## src/rtl/bno055_euler_sequencer.sv

```systemverilog
// Master sequencer for the BNO055 I2C register engine: boot wait, CHIP_ID check,
// NDOF mode switch, then periodic six-byte Euler bursts published as coherent words.
module bno055_euler_sequencer #(
    parameter int unsigned BOOT_CYCLES = 17500000,
    parameter int unsigned MODE_CYCLES = 500000,
    parameter int unsigned POLL_CYCLES = 250000,
    parameter int unsigned MAX_RETRY   = 3
) (
    input  logic        i_clk,
    input  logic        i_rst,
    output logic        o_req,
    output logic        o_wr,
    output logic [7:0]  o_addr,
    output logic [7:0]  o_wdata,
    input  logic        i_done,
    input  logic        i_err,
    input  logic [7:0]  i_rdata,
    output logic [15:0] o_heading,
    output logic [15:0] o_roll,
    output logic [15:0] o_pitch,
    output logic        o_valid,
    output logic        o_ready,
    output logic        o_fault
);

    localparam logic [31:0] BOOT_LAST = 32'(BOOT_CYCLES - 1);
    localparam logic [31:0] MODE_LAST = 32'(MODE_CYCLES - 1);
    localparam logic [31:0] POLL_LAST = 32'(POLL_CYCLES - 1);
    localparam logic [7:0]  RETRY_MAX = 8'(MAX_RETRY);

    typedef enum logic [2:0] {
        StBoot, StIdRd, StModeWr, StModeWait, StEulRd, StPublish, StWaitPoll, StFault
    } state_t;

    state_t      r_state, w_state_d;
    logic [31:0] r_timer, w_timer_d;
    logic [31:0] r_poll, w_poll_d;
    logic        r_tick_pend, w_tick_pend_d;
    logic [7:0]  r_retry, w_retry_d;
    logic [2:0]  r_idx, w_idx_d;
    logic [47:0] r_shadow, w_shadow_d;
    logic        r_req, w_req_d;
    logic        r_wr, w_wr_d;
    logic [7:0]  r_addr, w_addr_d;
    logic [7:0]  r_wdata, w_wdata_d;
    logic [15:0] r_heading, w_heading_d;
    logic [15:0] r_roll, w_roll_d;
    logic [15:0] r_pitch, w_pitch_d;
    logic        r_valid, w_valid_d;
    logic        r_ready, w_ready_d;
    logic        r_fault, w_fault_d;
    logic        w_done, w_ok, w_fail, w_poll_tick;

    always_comb begin
        w_state_d     = r_state;
        w_timer_d     = r_timer;
        w_poll_d      = r_poll;
        w_retry_d     = r_retry;
        w_idx_d       = r_idx;
        w_shadow_d    = r_shadow;
        w_req_d       = r_req;
        w_wr_d        = r_wr;
        w_addr_d      = r_addr;
        w_wdata_d     = r_wdata;
        w_heading_d   = r_heading;
        w_roll_d      = r_roll;
        w_pitch_d     = r_pitch;
        w_valid_d     = 1'b0;
        w_ready_d     = r_ready;
        w_fault_d     = r_fault;
        w_done        = i_done & r_req;
        w_ok          = w_done & ~i_err;
        w_fail        = w_done & i_err;
        w_poll_tick   = r_ready && (r_poll == POLL_LAST);
        // At most one tick is ever held while a burst is still in flight.
        w_tick_pend_d = r_tick_pend | w_poll_tick;

        if (r_ready) w_poll_d = w_poll_tick ? 32'd0 : r_poll + 32'd1;
        if (w_done) w_req_d = 1'b0;
        if (w_ok) w_retry_d = 8'd0;

        case (r_state)
            StBoot: begin
                if (r_timer == BOOT_LAST) begin
                    w_timer_d = 32'd0;
                    w_state_d = StIdRd;
                end else begin
                    w_timer_d = r_timer + 32'd1;
                end
            end
            StIdRd: begin
                if (!r_req) begin
                    w_req_d   = 1'b1;
                    w_wr_d    = 1'b0;
                    w_addr_d  = 8'h00;
                    w_wdata_d = 8'h00;
                end
                if (w_ok) w_state_d = (i_rdata == 8'hA0) ? StModeWr : StFault;
            end
            StModeWr: begin
                if (!r_req) begin
                    w_req_d   = 1'b1;
                    w_wr_d    = 1'b1;
                    w_addr_d  = 8'h3D;
                    w_wdata_d = 8'h0C;
                end
                if (w_ok) w_state_d = StModeWait;
            end
            StModeWait: begin
                if (r_timer == MODE_LAST) begin
                    w_timer_d     = 32'd0;
                    w_ready_d     = 1'b1;
                    w_poll_d      = 32'd0;
                    w_tick_pend_d = 1'b0;
                    w_idx_d       = 3'd0;
                    w_state_d     = StEulRd;
                end else begin
                    w_timer_d = r_timer + 32'd1;
                end
            end
            StEulRd: begin
                if (!r_req) begin
                    w_req_d   = 1'b1;
                    w_wr_d    = 1'b0;
                    w_addr_d  = 8'h1A + {5'd0, r_idx};
                    w_wdata_d = 8'h00;
                end
                if (w_ok) begin
                    w_shadow_d[{r_idx, 3'b000} +: 8] = i_rdata;
                    if (r_idx == 3'd5) w_state_d = StPublish;
                    else w_idx_d = r_idx + 3'd1;
                end
            end
            StPublish: begin
                w_heading_d = r_shadow[15:0];
                w_roll_d    = r_shadow[31:16];
                w_pitch_d   = r_shadow[47:32];
                w_valid_d   = 1'b1;
                if (w_tick_pend_d) begin
                    w_tick_pend_d = 1'b0;
                    w_idx_d       = 3'd0;
                    w_state_d     = StEulRd;
                end else begin
                    w_state_d = StWaitPoll;
                end
            end
            StWaitPoll: begin
                if (w_tick_pend_d) begin
                    w_tick_pend_d = 1'b0;
                    w_idx_d       = 3'd0;
                    w_state_d     = StEulRd;
                end
            end
            default: w_state_d = StFault;
        endcase

        if (w_fail) begin
            if (r_retry == RETRY_MAX) w_state_d = StFault;
            else w_retry_d = r_retry + 8'd1;
        end

        if (w_state_d == StFault) begin
            w_req_d   = 1'b0;
            w_ready_d = 1'b0;
            w_fault_d = 1'b1;
        end
    end

    always_ff @(posedge i_clk or posedge i_rst) begin
        if (i_rst) begin
            r_state     <= StBoot;
            r_timer     <= 32'd0;
            r_poll      <= 32'd0;
            r_tick_pend <= 1'b0;
            r_retry     <= 8'd0;
            r_idx       <= 3'd0;
            r_shadow    <= 48'd0;
            r_req       <= 1'b0;
            r_wr        <= 1'b0;
            r_addr      <= 8'd0;
            r_wdata     <= 8'd0;
            r_heading   <= 16'd0;
            r_roll      <= 16'd0;
            r_pitch     <= 16'd0;
            r_valid     <= 1'b0;
            r_ready     <= 1'b0;
            r_fault     <= 1'b0;
        end else begin
            r_state     <= w_state_d;
            r_timer     <= w_timer_d;
            r_poll      <= w_poll_d;
            r_tick_pend <= w_tick_pend_d;
            r_retry     <= w_retry_d;
            r_idx       <= w_idx_d;
            r_shadow    <= w_shadow_d;
            r_req       <= w_req_d;
            r_wr        <= w_wr_d;
            r_addr      <= w_addr_d;
            r_wdata     <= w_wdata_d;
            r_heading   <= w_heading_d;
            r_roll      <= w_roll_d;
            r_pitch     <= w_pitch_d;
            r_valid     <= w_valid_d;
            r_ready     <= w_ready_d;
            r_fault     <= w_fault_d;
        end
    end

    assign o_req     = r_req;
    assign o_wr      = r_wr;
    assign o_addr    = r_addr;
    assign o_wdata   = r_wdata;
    assign o_heading = r_heading;
    assign o_roll    = r_roll;
    assign o_pitch   = r_pitch;
    assign o_valid   = r_valid;
    assign o_ready   = r_ready;
    assign o_fault   = r_fault;

endmodule

```

## config.mk

```make
export PLATFORM = sky130hd
export DESIGN_NAME = bno055_euler_sequencer
export DESIGN_NICKNAME = d
export VERILOG_FILES = /design/src/rtl/bno055_euler_sequencer.sv
export SDC_FILE = /design/constraint.sdc
export NUM_CORES = 1
export LEC_CHECK = 0
export BUFFER_PORTS_ARGS = -buffer_cell sky130_fd_sc_hd__buf_2
export CORE_MARGIN = 3
export CORE_UTILIZATION = 59
export CTS_CLUSTER_SIZE = 16
export DETAILED_ROUTE_END_ITERATION = 8
export GPL_TIMING_DRIVEN = 0
export PLACE_DENSITY = 0.88
export SYNTH_ARGS = -nofsm -noshare
export SYNTH_HDL_FRONTEND = slang
export SYNTH_SLANG_ARGS = --single-unit
```

## constraint.sdc

```tcl
create_clock -name i_clk -period 6.9 [get_ports i_clk]
set_input_delay 0.69 -clock i_clk [delete_from_list [all_inputs] [get_ports i_clk]]
set_output_delay 0.69 -clock i_clk [all_outputs]
set_load 0.1 [all_outputs]
```

# == Word-level counts from Yosys, hierarchy flattened ==
# Cells that the tools add are included.
# word_totals
ff_bits,196
inputBits,12
out_inout_bits,69
word_cells,114
# op_classes
addsub,6
n_eq_ne,21
shift,2
n_mux,47
bitwise_logic,5
n_reduce_logical,16
# op_table
operator,n
$mux W32,6
$add A32 B1 Y32 const B,2
$pmux W32 S2,1
$mux W8,7
$bwmux W48,1
$shift A8 B8 Y48 const A,1
$shiftx A8 B8 Y48,1
$mux W3,14
$eq A32 B18 Y1 const B,1
$eq A32 B19 Y1 const B,1
$eq A32 B25 Y1 const B,1
$pmux W8 S3,1
$pmux W3 S7,1
$pmux W8 S2,1
$eq A3 B3 Y1 const B,5
$ne A2 B2 Y1 const B,7
$mux W1,11
$pmux W3 S3,1
$add A8 B1 Y8 const B,1
$eq A8 B2 Y1 const B,1
$eq A8 B8 Y1 const B,1
$neg A6 Y8,1
$reduce_bool A2 Y1,4
$add A5 B3 Y6 const A,1
other kinds (18),25

# == Depth between registers and ports, before layout ==
# depth
ltp_word,10
depth_mapped,10
mapped_depth_nobuf,8

# == Worst setup path before layout ==
# OpenSTA, ideal clock, no wires.
# synth_path
path_kind,register -> register
startpoint,"register r_req, in the netlist o_req"
endpoint,register r_shadow[32]
setup_time_ns,0.125
arrival_time_ns,2.704
required_time_ns,6.775
path_slack_ns,4.071
stages_incl_launch_ff,7
n_path_buf,1
synth_period_minus_slack_ns,2.829
path_cell_list,dfrtp_1 nand2_1 or2_2 clkbuf_1 nor2_1 nand4_1 mux2_2
# synth_via
elab_chain_cells,3
# synth_rtl
item,line_no,rtl
start: declaration,42,"logic r_req, w_req_d;"
start signal: assignment,196,r_req <= w_req_d;
$and A1 B1 Y1,71,w_done = i_done & r_req;
$and A1 B1 Y1,72,w_ok = w_done & ~i_err;
$reduce_and A2 Y1 (no source line),--,
end signal: assignment,195,r_shadow <= w_shadow_d;
end: declaration,41,"logic [47:0] r_shadow, w_shadow_d;"
# Every way passes these cells.
# A chain may end at the register's enable or synchronous reset.

# == Final worst setup path ==
# layout_path
startpoint,register r_idx[0]
endpoint,register r_shadow[27]
# layout_via
elab_chain_cells,3
word_cells_on_any_way,4
classes_between,1 x add/sub; 2 x shift; 1 x mux
# layout_rtl
item,line_no,rtl
start: declaration,40,"logic [2:0] r_idx, w_idx_d;"
start signal: assignment,194,r_idx <= w_idx_d;
$neg A6 Y8 (*),129,"w_shadow_d[{r_idx, 3'b000} +: 8] = i_rdata;"
$shiftx A8 B8 Y48 or $shift A8 B8 Y48 (tied branches),129,
$bwmux W48 (*),129,
# Every way passes the cells marked *; elsewhere a longest branch is shown, timed or not.

==> flow_summary.json <==
{
  "fp.dieW_um": 126,
  "clkSlewWorstSetupHoldPaths_ns": 0.07,
  "drt-initial-drc-count": 885,
  "end_kind": "register",
  "slowest_delay_ns": 1.09,
  "worstPathMaxFanout": 10,
  "synthTopCellsByCount": "252 x nand2_1, 185 x dfrtp_1, 71 x nor2_1",
  "pin_count": 81,
  "synth_fa_ha_area_share_pct": 1.47,
  "core_um2": 14000,
  "ys_top_cells_by_area": "dfrtp_1 54%, nand2_1 11%, xor2_1 3.3%",
  "wl_met2_um": 9280,
  "setup_viol": 0,
  "tns_ns": 0,
  "clock-sinks": 185,
  "yosysMostFrequentCell": "nand2_1",
  "vdd_drop_max_mv": 0.172,
  "clock-root-buffer": "clkbuf_16",
  "nets": 1024,
  "viasPerCell": 5.73,
  "async_flop_share_pct": 100,
  "holdCritPathClass": "in -> async",
  "detailroute.via_count": 6849,
  "drive_above_1_share_pct": 13.9,
  "synth_top_area_share_pct": 54.3,
  "wl_um": 19600,
  "p_per_area_nw_per_um2": 221,
  "yosysWarnings": 0,
  "crit_buf_inv": 3,
  "ant_nets": 0,
  "worstSetupStartpointType": "register",
  "outcome": "complete, no violations",
  "holdBufCountCts": 0,
  "rsz0062_at_grt": "no",
  "antenna_found_initial": 1,
  "syn_inst": 903,
  "skew_ns": 0.00936,
  "num_rows": 43,
  "synth_area_leader_cell": "dfrtp_1",
  "gp_congestion": 0.902,
  "start_util_pct": 60.9,
  "cts_tree": "yes",
  "crit_chain": "clkbuf_1 -> inv_1 -> ha_1 -> ha_1 -> clkbuf_1 -> nor4b_1 -> nand2_1 -> o21ai_0",
  "cp.required_ns": 7.25,
  "drv_slew": 0,
  "syn_to_final_growth_pct": 15.0,
  "cpMaxStageDelayCell": "nor4b_1",
  "synth_xor_area_share_pct": 6.17,
  "fin_crit_sh_pct": 48.7,
  "synth_seq_area_share_pct": 54.3,
  "power_leakage_nw": 4.90,
  "synth_compound_area_share_pct": 6.21,
  "routed.top_layer": "met4",
  "clk_path_buf_depth": 2,
  "grt_max_degree": 124,
  "post_cts_buffers": 0,
  "cap_violations": 0,
  "overflow": 0,
  "cts_made_buffers": 17,
  "die_y_um": 126,
  "synth_top_family_by_area": "simple AND/OR/NAND/NOR gates",
  "fmax_ghz": 0.297,
  "synth_area_per_cell_um2": 9.44,
  "critical_path_arrival_ns": 3.71,
  "slew_headroom_pct": 11.3,
  "dpl.hpwl_um": 12900,
  "fillerInstances": 1091,
  "synth.distinct_cells": 60,
  "grt_pass1_wl_um": 33500,
  "cp_top_family": "simple AND/OR/NAND/NOR gates",
  "synth_mux_area_share_pct": 2.47,
  "synth_edf_count": 0,
  "drt-pass1-iter-count": 5,
  "tightest_slew_ns": 1.31,
  "grt_pass1_vias": 6780,
  "h-tree-depth": 4,
  "drt_drc_violations_left": 0,
  "wl_met1_um": 8630,
  "synthSimpleGateAreaFrac_pct": 25.9,
  "grt_usage_pct": 26.0,
  "syn_area_um2": 8520,
  "finish.utilization_pct": 70.0,
  "io_buffers": 72,
  "met3_length_um": 1280,
  "wl_per_cell_um": 16.4,
  "synth_seq_cells": 185,
  "clk_latency_ns": 0.44,
  "min_period_ns": 3.36,
  "synthFlopType": "dfrtp_1",
  "hold_viol_final": 0,
  "critPathKind": "reg -> reg",
  "ctsResizeCount": 0,
  "design.die.area_um2": 15900
}
## power breakdown
group | internal, mW | switching [mW] | leakage, nW
clock network | 0.611 | 0.416 | 0.304
registers | 1.08 | 0 | 2.55
logic | 0.00821 | 0.0496 | 2.05
## state kept, by name, indices dropped and copies added, names as in the netlist
register and count:
o_roll 16, o_req 1, o_ready 1, o_valid 1, o_wdata 1, r_shadow 48, o_fault 1, r_tick_pend 1
o_heading 16, o_addr 5, r_state 3, r_timer 32, o_pitch 16, r_idx 3, r_retry 8, r_poll 32
## layout by cell type, fill, tap and decap left out, types with 8 or more instances in the layout
master       n
nor2_1      71
nand3_1     34
o21ai_0     44
and3_1      10
inv_1       19
nor3_1      14
dfrtp_1    185
conb_1       8
mux2_2      16
clkbuf_1    35
clkbuf_16   17
xnor2_1     28
and4_1       8
xor2_1      32
nand2_1    252
ha_1        10
buf_2       72
nor4_1      16
nand4_1     29
buf_4       11
## per-stage QoR
step | setup slack (ns) | hold WS, ns | power [mW] | std cells | area [um^2]
6_report | 3.54 | 0.273 | 2.17 | 1196 | 9800
5_1_grt | 3.39 | 0.307 | 2.23 | 1196 | 9800
4_1_cts | 3.67 | 0.295 | 2.18 | 1195 | 9800
3_5_place_dp | 3.82 | 0.454 | 1.16 | 1163 | 9170
3_3_place_gp | -0.756 | 0.448 | 1.16 | 1162 | 9140
2_1_floorplan | 1.18 | 0.433 | 1.14 | 910 | 8550
## final cells by class
cell class | instances | area (um^2) | area share, %
timing repair buffer | 73 | 388 | 3.96
inverter | 20 | 82.6 | 0.843
antenna | 1 | 2.50 | 0.0255
clock inverter | 9 | 138 | 1.40
clock buffer | 23 | 488 | 4.98
tap | 180 | 225 | 2.30
multi-input combinational | 658 | 3630 | 37.0
sequential | 185 | 4630 | 47.2
buffer | 47 | 219 | 2.23
## path summary, 6_finish.rpt
| check | cells after the start | slack (ns) | to | from |
|---|---|---|---|---|
| worst max-delay path | 8 | 3.54 | r_shadow[27] | r_idx[0] |
| worst min-delay path | 2 | 0.27 | r_poll[23] | i_rst |
| worst max register to register | 8 | 3.54 | r_shadow[27] | r_idx[0] |
| worst min register to register | 2 | 0.47 | o_heading[14] | r_shadow[14] |
| max in group asynchronous | 3 | 5.73 | r_shadow[0] | i_rst |
| min in group i_clk | 2 | 0.47 | o_heading[14] | r_shadow[14] |
## layer usage
layer  vias to the layer above  track usage, %
met1                      3326            37.1
met5                         -               0
met2                       243            40.2
met4                         0            8.77
li1                       3240               -
met3                        40            5.56
## worst reg2reg max path: cells and delay by family, from the launching register on
kind	cells	cell delay, ns
flops	1	0.38
buf+inv	3	0.91
compound gates	1	0.22
simple gates	2	1.22
fa+ha+maj	2	0.54
## logic make-up after synthesis
logic type | count (synthesis)
and+or+nand+nor | 476
xor gates and xnor gates | 60
AOI/OAI and AO/OA | 85
adders and majority gates | 10
buffers and inverters | 67
other | 1
DFF | 185
muxes | 19
Power figures use the tool's default switching activity.
